===== config.mk =====
export PLATFORM = sky130hd
export DESIGN_NAME = ram_copier_flat
export DESIGN_NICKNAME = d
export VERILOG_FILES = /design/src/rtl/ram_copier_if.sv /design/src/rtl/ram_copier.sv /design/src/flat_wrapper.sv
export SDC_FILE = /design/constraint.sdc
export NUM_CORES = 1
export LEC_CHECK = 0
export BUFFER_PORTS_ARGS = -buffer_cell sky130_fd_sc_hd__buf_2
export CORE_MARGIN = 1
export CORE_UTILIZATION = 45
export CTS_CLUSTER_SIZE = 40
export DETAILED_ROUTE_END_ITERATION = 16
export PLACE_DENSITY_LB_ADDON = 0.25
export SKIP_CTS_REPAIR_TIMING = 1
export SLEW_MARGIN = 10
export SYNTH_ARGS = -nofsm -noshare
export SYNTH_HDL_FRONTEND = slang
export SYNTH_SLANG_ARGS = --single-unit

===== constraint.sdc =====
create_clock -name clk -period 7.6 [get_ports clk]
set_input_delay 0.76 -clock clk [delete_from_list [all_inputs] [get_ports clk]]
set_output_delay 0.76 -clock clk [all_outputs]
set_load 0.005 [all_outputs]

===== src/rtl/ram_copier_if.sv =====
// ram_copier_if: job request/status and RAM port bundle for the copy/fill engine
interface ram_copier_if #(
    parameter int ADDR_W = 12,
    parameter int DATA_W = 16
);
    logic              start_i;
    logic              mode_i;
    logic [ADDR_W-1:0] src_i;
    logic [ADDR_W-1:0] dst_i;
    logic [ADDR_W:0]   len_i;
    logic [DATA_W-1:0] fill_i;
    logic              abort_i;
    logic              busy_o;
    logic              done_o;
    logic              ram_rden_o;
    logic              ram_wren_o;
    logic [ADDR_W-1:0] ram_addr_o;
    logic [DATA_W-1:0] ram_wdata_o;
    logic [DATA_W-1:0] ram_rdata_i;

    modport slave (
        input  start_i, mode_i, src_i, dst_i, len_i, fill_i, abort_i, ram_rdata_i,
        output busy_o, done_o, ram_rden_o, ram_wren_o, ram_addr_o, ram_wdata_o
    );

    modport master (
        output start_i, mode_i, src_i, dst_i, len_i, fill_i, abort_i, ram_rdata_i,
        input  busy_o, done_o, ram_rden_o, ram_wren_o, ram_addr_o, ram_wdata_o
    );
endinterface


===== src/rtl/ram_copier.sv =====
// ram_copier: memmove-style RAM copy / pattern fill engine with abort
module ram_copier #(
    parameter int ADDR_W = 12,
    parameter int DATA_W = 16
) (
    input logic         clk,
    input logic         rst,
    ram_copier_if.slave bus
);
    localparam logic [2:0] IDLE  = 3'd0;
    localparam logic [2:0] READ  = 3'd1;
    localparam logic [2:0] WRITE = 3'd2;
    localparam logic [2:0] FILLW = 3'd3;
    localparam logic [2:0] FIN   = 3'd4;

    logic [2:0]        state_q, state_d;
    logic [ADDR_W-1:0] src_q, src_d, dst_q, dst_d;
    logic [ADDR_W:0]   cnt_q, cnt_d;
    logic              desc_q, desc_d;
    logic [DATA_W-1:0] fill_q, fill_d;
    logic [ADDR_W-1:0] diff, len_lo, step;
    logic              desc_new, last;

    // overlap where the destination lies inside the source window forces a top-down copy
    assign diff     = bus.dst_i - bus.src_i;
    assign len_lo   = bus.len_i[ADDR_W-1:0];
    assign desc_new = {1'b0, diff} < bus.len_i;
    assign last     = cnt_q == (ADDR_W+1)'(1);
    assign step     = desc_q ? {ADDR_W{1'b1}} : ADDR_W'(1);

    // next-state and job bookkeeping; the base address of a descending job is its top word
    always_comb begin
        state_d = state_q;
        src_d   = src_q;
        dst_d   = dst_q;
        cnt_d   = cnt_q;
        desc_d  = desc_q;
        fill_d  = fill_q;
        case (state_q)
            IDLE: if (bus.start_i) begin
                desc_d  = !bus.mode_i && desc_new;
                src_d   = desc_d ? bus.src_i + len_lo - ADDR_W'(1) : bus.src_i;
                dst_d   = desc_d ? bus.dst_i + len_lo - ADDR_W'(1) : bus.dst_i;
                cnt_d   = bus.len_i;
                fill_d  = bus.fill_i;
                state_d = (bus.len_i == '0) ? FIN :
                          bus.mode_i ? FILLW :
                          (bus.src_i != bus.dst_i) ? READ : FIN;
            end
            READ: begin
                src_d   = src_q + step;
                state_d = bus.abort_i ? IDLE : WRITE;
            end
            WRITE: begin
                dst_d   = dst_q + step;
                cnt_d   = cnt_q - 1'b1;
                state_d = bus.abort_i ? IDLE : last ? FIN : READ;
            end
            FILLW: begin
                dst_d   = dst_q + step;
                cnt_d   = cnt_q - 1'b1;
                state_d = bus.abort_i ? IDLE : last ? FIN : FILLW;
            end
            default: state_d = IDLE;
        endcase
    end

    // state and latched job registers
    always_ff @(posedge clk or posedge rst) begin
        if (rst) begin
            state_q <= IDLE;
            src_q   <= '0;
            dst_q   <= '0;
            cnt_q   <= '0;
            desc_q  <= 1'b0;
            fill_q  <= '0;
        end else begin
            state_q <= state_d;
            src_q   <= src_d;
            dst_q   <= dst_d;
            cnt_q   <= cnt_d;
            desc_q  <= desc_d;
            fill_q  <= fill_d;
        end
    end

    // outputs decode from state only, so reset clears them without waiting for a clock
    assign bus.busy_o      = state_q == READ || state_q == WRITE || state_q == FILLW;
    assign bus.done_o      = state_q == FIN;
    assign bus.ram_rden_o  = state_q == READ;
    assign bus.ram_wren_o  = state_q == WRITE || state_q == FILLW;
    assign bus.ram_addr_o  = (state_q == READ) ? src_q : bus.ram_wren_o ? dst_q : '0;
    assign bus.ram_wdata_o = (state_q == WRITE) ? bus.ram_rdata_i :
                             (state_q == FILLW) ? fill_q : '0;
endmodule


===== src/flat_wrapper.sv =====
// flat-port wrapper written by rule: the top's interface ports become plain ports
module ram_copier_flat 
#(
    parameter int ADDR_W = 12,
    parameter int DATA_W = 16
)
  (clk, rst, bus_start_i, bus_mode_i, bus_src_i, bus_dst_i, bus_len_i, bus_fill_i, bus_abort_i, bus_ram_rdata_i, bus_busy_o, bus_done_o, bus_ram_rden_o, bus_ram_wren_o, bus_ram_addr_o, bus_ram_wdata_o);
  ram_copier_if #(.ADDR_W(ADDR_W), .DATA_W(DATA_W)) bus_i ();
  input logic clk;
  input logic rst;
  input wire logic [$bits(bus_i.start_i)-1:0] bus_start_i;
  input wire logic [$bits(bus_i.mode_i)-1:0] bus_mode_i;
  input wire logic [$bits(bus_i.src_i)-1:0] bus_src_i;
  input wire logic [$bits(bus_i.dst_i)-1:0] bus_dst_i;
  input wire logic [$bits(bus_i.len_i)-1:0] bus_len_i;
  input wire logic [$bits(bus_i.fill_i)-1:0] bus_fill_i;
  input wire logic [$bits(bus_i.abort_i)-1:0] bus_abort_i;
  input wire logic [$bits(bus_i.ram_rdata_i)-1:0] bus_ram_rdata_i;
  output wire logic [$bits(bus_i.busy_o)-1:0] bus_busy_o;
  output wire logic [$bits(bus_i.done_o)-1:0] bus_done_o;
  output wire logic [$bits(bus_i.ram_rden_o)-1:0] bus_ram_rden_o;
  output wire logic [$bits(bus_i.ram_wren_o)-1:0] bus_ram_wren_o;
  output wire logic [$bits(bus_i.ram_addr_o)-1:0] bus_ram_addr_o;
  output wire logic [$bits(bus_i.ram_wdata_o)-1:0] bus_ram_wdata_o;
  assign bus_i.start_i = bus_start_i;
  assign bus_i.mode_i = bus_mode_i;
  assign bus_i.src_i = bus_src_i;
  assign bus_i.dst_i = bus_dst_i;
  assign bus_i.len_i = bus_len_i;
  assign bus_i.fill_i = bus_fill_i;
  assign bus_i.abort_i = bus_abort_i;
  assign bus_i.ram_rdata_i = bus_ram_rdata_i;
  assign bus_busy_o = bus_i.busy_o;
  assign bus_done_o = bus_i.done_o;
  assign bus_ram_rden_o = bus_i.ram_rden_o;
  assign bus_ram_wren_o = bus_i.ram_wren_o;
  assign bus_ram_addr_o = bus_i.ram_addr_o;
  assign bus_ram_wdata_o = bus_i.ram_wdata_o;
  ram_copier #(.ADDR_W(ADDR_W), .DATA_W(DATA_W)) u_core (.clk(clk), .rst(rst), .bus(bus_i));
endmodule

==> flow_summary.ini <==
[hold_path]
hold_path_depth = 2
hold_path_startpoint = u_core.fill_q[0]
min_delay_worst_endpoint = u_core.fill_q[0]
hold_path.class = flip-flop to flip-flop

[final_layout]
final_layout_size_suffix_gt1_share_pct = 16.20
num_antenna_cells = 0
fin_area_um2 = 7046
area_of_combinational_cells_with_multiple_inputs_um2 = 4175
layout.area.seq_um2 = 1426
most_frequent_cells_in_the_layout = 105 x sky130_fd_sc_hd__buf_2, 90 x sky130_fd_sc_hd__inv_1, 86 x sky130_fd_sc_hd__ha_1
nets = 1018
layout.cells.non_filler = 1030
area_growth_syn_to_layout_pct = 16.75
count_of_fill_cells_added_during_filler_insertion = 1267
layout_commonest_cell = sky130_fd_sc_hd__buf_2

[synth]
synth.mux.area_fraction_pct = 3.152
yosysSeqAreaShare_pct = 23.64
syn-mean-instance-area_um2 = 7.972
mappedNetlistArea_um2 = 6035
dominant_combinational_cell_family_by_area_after_synthesis = compound AO/OA/AOI/OAI gates
synth-xor-area-share_pct = 6.821
syn_nets = 922
synth_cell_type_count = 59
yosys_warnings = 0
synth_adder_area_share_pct = 19.49
postSynth.asyncResetShare_pct = 100.0
fraction_of_the_mapped_netlist_area_in_compound_gates_pct = 21.83
synth_flop_cell = sky130_fd_sc_hd__dfrtp_1
synth-simple-area-share_pct = 17.67
postSynthCellCount = 757
synth.ff_latch_count = 57
synth-edff-count = 0

[die]
die_width_um = 117.8
die-area_um2 = 13880
num_rows = 41
core_box_area_um2 = 12820
chipHeight_um = 117.8
top_level_port_count = 106
initial_core_util_pct = 47.05

[sta]
worst_slew_margin_rel_pct = 30.11
timing.final.hold_violations = 0
setup_tns_ns = 0
finalCriticalPeriod_ns = 4.826
setup_repair_after_global_routing_missed_its_margin = no
worst_pin_slew_ns = 1.046
smallest_hold_slack_ns = 0.4754
timing.final.crit_share_pct = 63.51
final_setup_violation_count = 0
skew_ns = 0.006321
max_slew_vio_count = 0
achievable-frequency_ghz = 0.2072

[power_and_ir_drop]
ir_drop_mv = 0.1448
total_leakage_power_uw = 0.003600
power.density_nw_per_um2 = 392.3

[clock_tree]
cts_tree = done
clk_pin_slew_worst_paths_ns = 0.05
clock_tree.root_cell = sky130_fd_sc_hd__clkbuf_16
cts_sinks = 57
insertion_delay_ns = 0.33
ctsHtreeMaxLevel = 3
cts_made_buffers = 9
clock_tree.buffer_depth = 2

[global_route]
grt_first_pass_wirelength_mm = 27.32
grt.overflow.total = 0
global_route.usage.total_pct = 24.77
initial_antenna_violation_count = 0
first_global_vias = 5336
grt_start_max_net_pins = 58

[detailed_routing]
detail_route.wirelength_mm = 16.95
dr_total_vias = 5708
per_cell_routed_wire_length_um = 16.46
drt_first_pass_iters = 5
drc = 0
ant_nets = 0
detailedRoute.firstIterationViolations = 294
avgViaCountPerCell = 5.542

[setup_path]
r2r-start = u_core.state_q[0]
setup.reg_to_reg.worst_slack_ns = 4.76
worstPathArrival_ns = 5.01
crit_path_start_kind = input port
worst_setup_path_startpoint = bus_dst_i[0]
regToRegEndpoint = u_core.cnt_q[6]
worst-path-max-fanout = 44
timing_worst_setup_path_type = input port to flip-flop
timing.critical_path.required_ns = 7.79
rr_worst_depth = 6
critical_path.endpoint_type = flip-flop

[placed_design]
gp_routability_congestion = 0.9283
port_buffers = 105
dp.final_hpwl_mm = 13.16
standard_cell_area_after_detailed_placement_um2 = 6725
placed_cells = 1014

[outcome]
outcome = finished clean

[flow_run]
drv.max_cap_violation_count = 0
power by group:
group | switching (uW) | internal, uW | leakage [uW]
Clock | 149 | 286 | 0.000155
Sequential | 152 | 459 | 0.000690
Combinational | 960 | 758 | 0.00275
kinds of logic after synthesis:
| logic type | count (synthesis) |
|---|---|
| buffers and inverters | 117 |
| adder cells (fa/ha/maj) | 91 |
| multiplexers | 19 |
| flip-flops | 57 |
| XOR/XNOR | 47 |
| AND/OR/NAND/NOR | 237 |
| AO/OA/AOI/OAI | 189 |
synthesized netlist by cell type, types with 4 or more instances:
master	count	share of area (%)
sky130_fd_sc_hd__a221o_1	4	0.66
sky130_fd_sc_hd__fa_1	5	1.7
sky130_fd_sc_hd__and2_1	5	0.52
sky130_fd_sc_hd__a21o_1	13	1.6
sky130_fd_sc_hd__a31oi_1	4	0.41
sky130_fd_sc_hd__dfrtp_1	57	24
sky130_fd_sc_hd__xnor2_1	29	4.2
sky130_fd_sc_hd__buf_2	6	0.50
sky130_fd_sc_hd__ha_1	86	18
sky130_fd_sc_hd__clkbuf_1	15	0.93
sky130_fd_sc_hd__o221ai_1	6	0.87
sky130_fd_sc_hd__o211ai_1	10	1.2
sky130_fd_sc_hd__nor4_1	6	0.62
sky130_fd_sc_hd__or3_1	6	0.62
sky130_fd_sc_hd__o21a_1	4	0.50
sky130_fd_sc_hd__o22ai_1	10	1.0
sky130_fd_sc_hd__nand3_1	8	0.66
sky130_fd_sc_hd__o21ai_0	29	2.4
sky130_fd_sc_hd__nor2b_1	7	0.73
sky130_fd_sc_hd__mux2i_1	19	3.2
sky130_fd_sc_hd__inv_1	91	5.7
sky130_fd_sc_hd__nor3_1	21	1.7
sky130_fd_sc_hd__xor2_1	18	2.6
sky130_fd_sc_hd__o21bai_1	7	0.87
sky130_fd_sc_hd__o311ai_0	7	1.0
sky130_fd_sc_hd__buf_1	4	0.25
sky130_fd_sc_hd__nand2_1	80	5.0
sky130_fd_sc_hd__and3_1	4	0.41
sky130_fd_sc_hd__nand4_1	4	0.41
sky130_fd_sc_hd__a21oi_1	42	3.5
sky130_fd_sc_hd__a211oi_1	11	1.4
sky130_fd_sc_hd__nor2_1	79	4.9
sky130_fd_sc_hd__a22o_1	10	1.5
sky130_fd_sc_hd__a22oi_1	5	0.62
sky130_fd_sc_hd__nand2b_1	6	0.62
per-stage QoR:
stage / setup WS [ns] / utilization (%) / power (uW)
2_1_floorplan: 3.338 / - / 1877
3_3_place_gp: 2.540 / 52.44 / 2281
3_5_place_dp: 2.470 / 52.44 / 2306
4_1_cts: 2.795 / 54.94 / 2766
5_1_grt: 2.494 / 54.94 / 3005
6_report: 2.774 / 54.94 / 2764
how the worst max path moves through the flow:
stage / to / slack, ns
6_report: u_core.dst_q[11] / 2.77
5_1_grt: u_core.src_q[11] / 2.49
4_1_cts: u_core.dst_q[11] / 2.80
3_5_place_dp: u_core.dst_q[11] / 2.47
3_3_place_gp: u_core.dst_q[11] / 2.54
2_1_floorplan: u_core.dst_q[8] / 3.34
critical path, cell delays in order:
cell                        delay (ns)
sky130_fd_sc_hd__buf_2            0.12
sky130_fd_sc_hd__inv_1            0.08
sky130_fd_sc_hd__ha_1             0.14
sky130_fd_sc_hd__inv_1            0.06
sky130_fd_sc_hd__fa_1             0.39
sky130_fd_sc_hd__a21o_1           0.17
sky130_fd_sc_hd__a21oi_1          0.21
sky130_fd_sc_hd__o21bai_1         0.09
sky130_fd_sc_hd__a21oi_1          0.21
sky130_fd_sc_hd__o21ai_0          0.16
sky130_fd_sc_hd__a21o_1           0.21
sky130_fd_sc_hd__a21oi_1          0.17
sky130_fd_sc_hd__xnor2_1          0.14
sky130_fd_sc_hd__ha_1             0.26
sky130_fd_sc_hd__a2111oi_0        0.73
sky130_fd_sc_hd__a21oi_4          0.42
sky130_fd_sc_hd__nor4_1           0.43
sky130_fd_sc_hd__xnor2_1          0.16
sky130_fd_sc_hd__o211ai_1         0.09
registers in the layout, summed over array words and instances, names as in the netlist:
| signal | flops |
|---|---|
| u_core.dst_q | 12 |
| u_core.cnt_q | 13 |
| u_core.state_q | 3 |
| u_core.fill_q | 16 |
| u_core.src_q | 12 |
| u_core.desc_q | 1 |
routing by layer:
layer  vias to the layer above  routed length (um)  GRT usage (%)
met5                         -                   0              0
met4                         0                 378          7.853
met3                        24                 990          4.651
met2                       158                7669          39.60
met1                      2662                7912          33.59
li1                       2864                   -              -
cell type report:
cell class                 instances  share of cell area (%)
multi-input combinational        583                   59.26
tap                              172                   3.055
inverter                          92                   4.901
clock buffer                       9                   3.197
clock inverter                     7                   1.350
sequential                        57                   20.25
timing repair buffer             110                   7.991
Note: power is estimated with default switching activity, not from simulation.
